File: src/rtl/pc_fetch_seq.sv
// Program-counter register and fetch sequencer driving a req/ack instruction-memory port.
// Optional misaligned-target trap is enabled by defining PC_MISALIGN_TRAP_EN.
module pc_fetch_seq #(
  parameter int              PC_W     = 16,
  parameter logic [PC_W-1:0] RESET_PC = 16'h0000,
  parameter int              INC      = 2,
  parameter logic [PC_W-1:0] TRAP_VEC = 16'h0010
) (
  input  logic            clk_i,
  input  logic            rst_i,
  input  logic            stall_i,
  input  logic            br_take_i,
  input  logic [PC_W-1:0] br_offset_i,
  input  logic            jmp_take_i,
  input  logic [PC_W-1:0] jmp_addr_i,
  output logic            fetch_req_o,
  output logic [PC_W-1:0] fetch_addr_o,
  input  logic            fetch_ack_i,
  output logic [PC_W-1:0] pc_o,
  output logic [PC_W-1:0] pc_seq_o,
  output logic            trap_o
);

  typedef enum logic [1:0] {S_BOOT, S_REQ, S_WAIT, S_HOLD} state_t;

  state_t          state_q;
  logic [PC_W-1:0] pc_q;
  logic            fetch_req_q;
  logic            trap_q;
  logic            pend_q;
  logic [PC_W-1:0] pend_tgt_q;

  logic            redir;
  logic [PC_W-1:0] redir_tgt;
  logic [PC_W-1:0] pc_seq;
  logic [PC_W-1:0] sel_pc;
  logic            misalign;
  logic [PC_W-1:0] next_pc_d;

  assign pc_seq = pc_q + PC_W'(INC);

  // Target selection shared by the ack path and the HOLD exit path; only the
  // fallback differs (advance after an accepted fetch, stay put when resuming).
  always_comb begin
    // NOTE: every output of this block gets a default first so no latch is inferred.
    misalign  = 1'b0;
    redir     = jmp_take_i | br_take_i;
    redir_tgt = jmp_take_i ? jmp_addr_i : pc_q + br_offset_i;
    if (redir)                 sel_pc = redir_tgt;
    else if (pend_q)           sel_pc = pend_tgt_q;
    else if (state_q == S_HOLD) sel_pc = pc_q;
    else                       sel_pc = pc_seq;
`ifdef PC_MISALIGN_TRAP_EN
    misalign = (sel_pc % PC_W'(INC)) != '0;
`endif
    next_pc_d = misalign ? TRAP_VEC : sel_pc;
  end

  // NOTE: state is updated with non-blocking assignments only, so every branch
  // below sees the pre-edge values of all registers.
  always_ff @(posedge clk_i) begin
    if (rst_i) begin
      state_q     <= S_BOOT;
      pc_q        <= RESET_PC;
      fetch_req_q <= 1'b0;
      trap_q      <= 1'b0;
      pend_q      <= 1'b0;
      pend_tgt_q  <= '0;
    end else begin
      trap_q <= 1'b0;
      case (state_q)
        S_BOOT: begin
          state_q     <= S_REQ;
          fetch_req_q <= 1'b1;
          if (redir) begin
            pend_q     <= 1'b1;
            pend_tgt_q <= redir_tgt;
          end
        end
        S_REQ, S_WAIT: begin
          if (fetch_ack_i) begin
            pc_q   <= next_pc_d;
            trap_q <= misalign;
            pend_q <= 1'b0;
            if (stall_i) begin
              state_q     <= S_HOLD;
              fetch_req_q <= 1'b0;
            end else begin
              state_q     <= S_REQ;
              fetch_req_q <= 1'b1;
            end
          end else begin
            // The request in flight keeps its address; redirects wait for its ack.
            if (redir) begin
              pend_q     <= 1'b1;
              pend_tgt_q <= redir_tgt;
            end
            if (state_q == S_REQ && stall_i) begin
              state_q     <= S_HOLD;
              fetch_req_q <= 1'b0;
            end else if (state_q == S_REQ) begin
              state_q <= S_WAIT;
            end
          end
        end
        S_HOLD: begin
          if (stall_i) begin
            if (redir) begin
              pend_q     <= 1'b1;
              pend_tgt_q <= redir_tgt;
            end
          end else begin
            pc_q        <= next_pc_d;
            trap_q      <= misalign;
            pend_q      <= 1'b0;
            state_q     <= S_REQ;
            fetch_req_q <= 1'b1;
          end
        end
        default: begin
          state_q     <= S_BOOT;
          fetch_req_q <= 1'b0;
        end
      endcase
    end
  end

  assign fetch_req_o  = fetch_req_q;
  assign fetch_addr_o = pc_q;
  assign pc_o         = pc_q;
  assign pc_seq_o     = pc_seq;
  assign trap_o       = trap_q;

endmodule

File: config.mk
export PLATFORM = sky130hd
export DESIGN_NAME = pc_fetch_seq
export DESIGN_NICKNAME = d
export VERILOG_FILES = /design/src/rtl/pc_fetch_seq.sv
export SDC_FILE = /design/constraint.sdc
export NUM_CORES = 1
export LEC_CHECK = 0
export ABC_CLOCK_PERIOD_IN_PS = 2200
export CAP_MARGIN = 20
export CORE_MARGIN = 2
export CORE_UTILIZATION = 45
export CTS_BUF_LIST = sky130_fd_sc_hd__clkbuf_4 sky130_fd_sc_hd__clkbuf_8
export CTS_CLUSTER_DIAMETER = 50
export CTS_CLUSTER_SIZE = 10
export DETAILED_ROUTE_END_ITERATION = 8
export PLACE_DENSITY_LB_ADDON = 0.1
export SLEW_MARGIN = 20
export SYNTH_ARGS = -nofsm -noshare
export SYNTH_HDL_FRONTEND = slang
export SYNTH_SLANG_ARGS = --single-unit
export TNS_END_PERCENT = 1
File: constraint.sdc
create_clock -name clk_i -period 2.2 [get_ports clk_i]
set_clock_uncertainty 0.2 [all_clocks]
set_input_delay 0.44 -clock clk_i [delete_from_list [all_inputs] [get_ports clk_i]]
set_output_delay 0.44 -clock clk_i [all_outputs]
set_load 0.005 [all_outputs]
# Yosys cells after proc, flatten, opt, wreduce, memory -nomap -nowiden
# Index checks and enable logic that the tools add are counted.
# op_classes
n_addsub	2
n_eq_ne	9
mux	26
bitwise_logic	1
n_reduce_logical	8
# ops
op	count
16-bit 2-to-1 mux	9
16-bit case mux with 3 select lines	1
16-bit case mux with 2 select lines	1
16-bit adder	1
16-bit by 2-bit adder with 16-bit output (second input constant)	1
2-bit 2-to-1 mux	5
2-bit inequality test (second input constant)	4
1-bit 2-to-1 mux	7
1-bit case mux with 3 select lines	2
2-bit case mux with 3 select lines	1
2-bit AND reduction	3
2-bit equality test (second input constant)	2
4-bit inequality test (second input constant)	1
3-bit inequality test (second input constant)	1
3-bit AND reduction	1
2-bit by 1-bit equality test with 1-bit output (second input constant)	1
2-bit zero test	1
2-bit nonzero test	1
2-bit OR reduction	1
1-bit logical AND	1
1-bit bitwise OR	1
# totals
regBits	36
inputBits	38
out_inout_bits	50

# Depth between registers and ports, before layout
# logic_depth
word_depth	6
ltp_mapped	9

# Worst setup path after synthesis
# Ideal clock, no wire load.
# synth_timing
path_type	input-to-reg
startpoint	input port br_offset_i[0]
endpoint	register pend_tgt_q[12]
setup_time_ps	138
arrival_time_ps	2094
t_required_ps	1862
slack_ps	-232
stages	8
n_path_buf	0
path_cell_list	ha_1 -> fa_1 -> a21o_1 -> a21oi_1 -> o311ai_0 -> a21oi_1 -> xor2_1 -> o221ai_1
# synth_via
elab_chain_cells	5
# synth_lines
item	line	text
start: declaration	13	input logic [PC_W-1:0] br_offset_i,
16-bit adder *	48	redir_tgt = jmp_take_i ? jmp_addr_i : pc_q + br_offset_i;
16-bit 2-to-1 mux *	48	
16-bit 2-to-1 mux *	75, 94, 108	
16-bit 2-to-1 mux, on equally long branches	107, 81	
16-bit case mux with 3 select lines *	71	case (state_q)
end signal: assignment	77	pend_tgt_q <= redir_tgt;
end signal: assignment	96	pend_tgt_q <= redir_tgt;
end signal: assignment	110	pend_tgt_q <= redir_tgt;
end: declaration	31	logic [PC_W-1:0] pend_tgt_q;
# Every way passes the cells marked *; elsewhere a longest branch is shown, timed or not. The select of a mux whose other input is x is not followed.
# A chain may end at the register's enable or synchronous reset.

# Final worst setup path
# layout_timing
startpoint	input port br_offset_i[6]
endpoint	register pend_tgt_q[13]
# Same word-level chain as after synthesis.

==> impl_results.md <==
* Status: finished with violations
* Failing checks: setup timing
* Max Cap Viol at 0
* R2R setup slack at -220 ps
* Setup CP Type: input port to flop
* Most common cell in the netlist: dfxtp_1
* Synth Instances at a little over 400
* Ports at 88
* Die Area at about 0.0077 sq mm
* Crit path DAT at approximately 2500 ps
* Cell Area, Synth at about 0.0032 sq mm
* YS warnings at 0
* Hold/Removal Path Class: flop to flop
* Initial antenna violation count at 0
* Worst-path clk slew at about 90 ps
* Fillers at ~500
* CTS H-Tree Depth at 2
* Synth Net Count at roughly 470
* Area contributors post-synth: dfxtp_1, ha_1, a21oi_1
* Detail Route Antenna Nets at 0
* Worst VDD drop at 0.404 mV
* Pwr/cell area at approximately 720 mW/mm^2
* Synth area leader: dfxtp_1
* Final Cell Area at approximately 0.0053 sq mm
* Antenna diodes at 0
* Longest Clk Path Bufs at 2
* Port Buffers at between 80 and 90
* Layout cells sized above 1 at 0.365
* Ys async rst share at 0
* Setup violators final at 22
* Largest net degree at the start of global routing at 25
* DRC at 0
* Pre-CTS setup slack at -664 ps
* Via count at 3,909
* Commonest cells in the netlist: dfxtp_1, nand2_1, a21oi_1, nor2_1, o21ai_0
* Pre-antenna DRT Iters at 7
* Final worst-path setup slack at -254 ps
* Period utilisation layout at 1.12
* Clock Latency Late Sink at 300 ps
* CTS tree: yes
* Starting Density at 0.467
* Crit end category: flop
* Post-Syn Area per Cell at slightly below 8 sq um
* Nature of the critical path startpoint: input port
* Drt total wl at between 10,000 and 15,000 um
* FMAX at slightly above 0.4 GHz
* Vias in the first global route at 3,875
* Die X-Extent at around 88 um
* Area grow syn2layout at 67.9%
* Grt ovf at 0
* Post-synth top flop: dfxtp_1
* Final Hold Fails at 0
* Cell Rows at 30
* Placed cell area at 0.00475 sq mm
* 1st-iter DRT viols at 317
* Final nets at around 640
* Area share of the largest cell type after synthesis at 0.227
* Slew Limit Fails at 0
* Seq/Total Area, Yosys at 0.227
* CTS buffer count at 5
* Multi-input combinational cell area at around 0.0026 sq mm
* Crit path time final at 2450 ps
* Routability cong. at 0.976
* RSZ-0062 raised after global routing: yes
* Clock sink count at 36
* Worst path required time at between 2000 and 2500 ps
* DR vias/cell at about 5.8
* Die Y at 88.0 um
* Core area at just under 0.007 sq mm
* Root buf cell: clkbuf_8
* Synth Register Bits at 36
* Post-synth cell types at 72
* Total Neg Setup Slack at -2230 ps
* Worst Path Max Fanout at 3
* Tot GR Track Use at 0.307
* Post-synth EDFFs at 0
* Lkg Pwr at 2.34 nW
* DP HPWL at between 8000 and 9000 um
* Register area at 738 sq um
* First-pass GRT wire length at approximately 18,000 um
* WL/cell at roughly 18 um
-- metal layers --
metal / share of wire / global-route usage / vias up
met5: 0 / 0 / -
met4: 0.036 / 0.138 / 0
met3: 0.072 / 0.0613 / 49
met2: 0.48 / 0.513 / 194
met1: 0.41 / 0.379 / 1857
li1: - / - / 1809
-- power by group --
group | internal (mW) | leakage, nW | switching, mW
clock network | 0.336 | 0.0541 | 0.289
logic | 1.24 | 1.99 | 1.09
registers | 0.776 | 0.302 | 0.100
-- flip-flops by register name, summed over array words and instances, names as in the netlist --
| signal | flops |
|---|---|
| fetch_addr_o | 16 |
| fetch_req_o | 1 |
| pend_q | 1 |
| pend_tgt_q | 16 |
| state_q | 2 |
-- worst max-delay path, cell delays in order --
cell             delay [ps]
clkdlybuf4s50_1         420
ha_1                    330
o21a_1                  200
nor2_1                   80
a311oi_2                280
and3b_2                 260
xor2_2                  170
a2111oi_2               290
-- cells by family (layout without fill, tap and decap cells) --
group                      count (synthesis)  count (layout)  synth area share
AOI/OAI and AO/OA                        133             133             0.291
muxes                                     10              10            0.0319
xor gates and xnor gates                  24              24            0.0662
other                                      1               1           0.00118
DFF                                       36              36             0.227
adders and majority gates                 20              20            0.0812
buffers and inverters                     57             224            0.0938
and+or+nand+nor                          130             130             0.208
-- worst paths after layout --
kind,from,end,cells past startpoint
max,br_offset_i[6],pend_tgt_q[13]$_SDFFE_PP0P_,8
min,pend_tgt_q[2]$_SDFFE_PP0P_,pend_tgt_q[2]$_SDFFE_PP0P_,2
max reg2reg,fetch_addr_o[4]$_SDFFE_PP0P_,pend_tgt_q[13]$_SDFFE_PP0P_,9
min reg2reg,pend_tgt_q[2]$_SDFFE_PP0P_,pend_tgt_q[2]$_SDFFE_PP0P_,2
-- metrics by stage --
step,cells,hold slack [ps],utilization,power [mW]
floorplan,411,236,-,1.95
global placement,656,249,0.700,2.90
detailed placement,656,264,0.700,2.94
CTS,671,276,0.749,3.63
global route,674,292,0.785,4.05
finish,674,292,0.785,3.83
-- placed cells by master (no fill, tap or decap), drive strengths merged, types with 6 or more instances in the layout --
master / count
a211oi: 6
inv: 17
mux2i: 9
clkdlybuf4s50: 67
o21ai: 30
buf: 118
a21o: 7
dfxtp: 36
and3: 7
ha: 19
a31oi: 8
nand3: 18
nor2: 32
xor2: 14
nor3: 15
nand2: 35
a21oi: 34
o211ai: 7
dlymetal6s2s: 7
clkbuf: 6
xnor2: 10
-- repair_timing --
| action | in CTS | in global routing |
|---|---|---|
| endpoints found under the setup margin | 37 | 41 |
| resized for setup | 74 | 46 |
| hold buffers | 0 | 0 |
| buffers inserted | 7 | 3 |
| pin swaps | 24 | 31 |
-- final cells by class --
cell class / count / area share
Multi-Input combinational cell: 318 / 0.480
Timing Repair Buffer: 199 / 0.326
Sequential cell: 36 / 0.138
Tap cell: 96 / 0.0225
Clock buffer: 5 / 0.0129
Inverter: 17 / 0.0120
Clock inverter: 3 / 0.00798
Note: power is estimated with default switching activity, not from simulation.
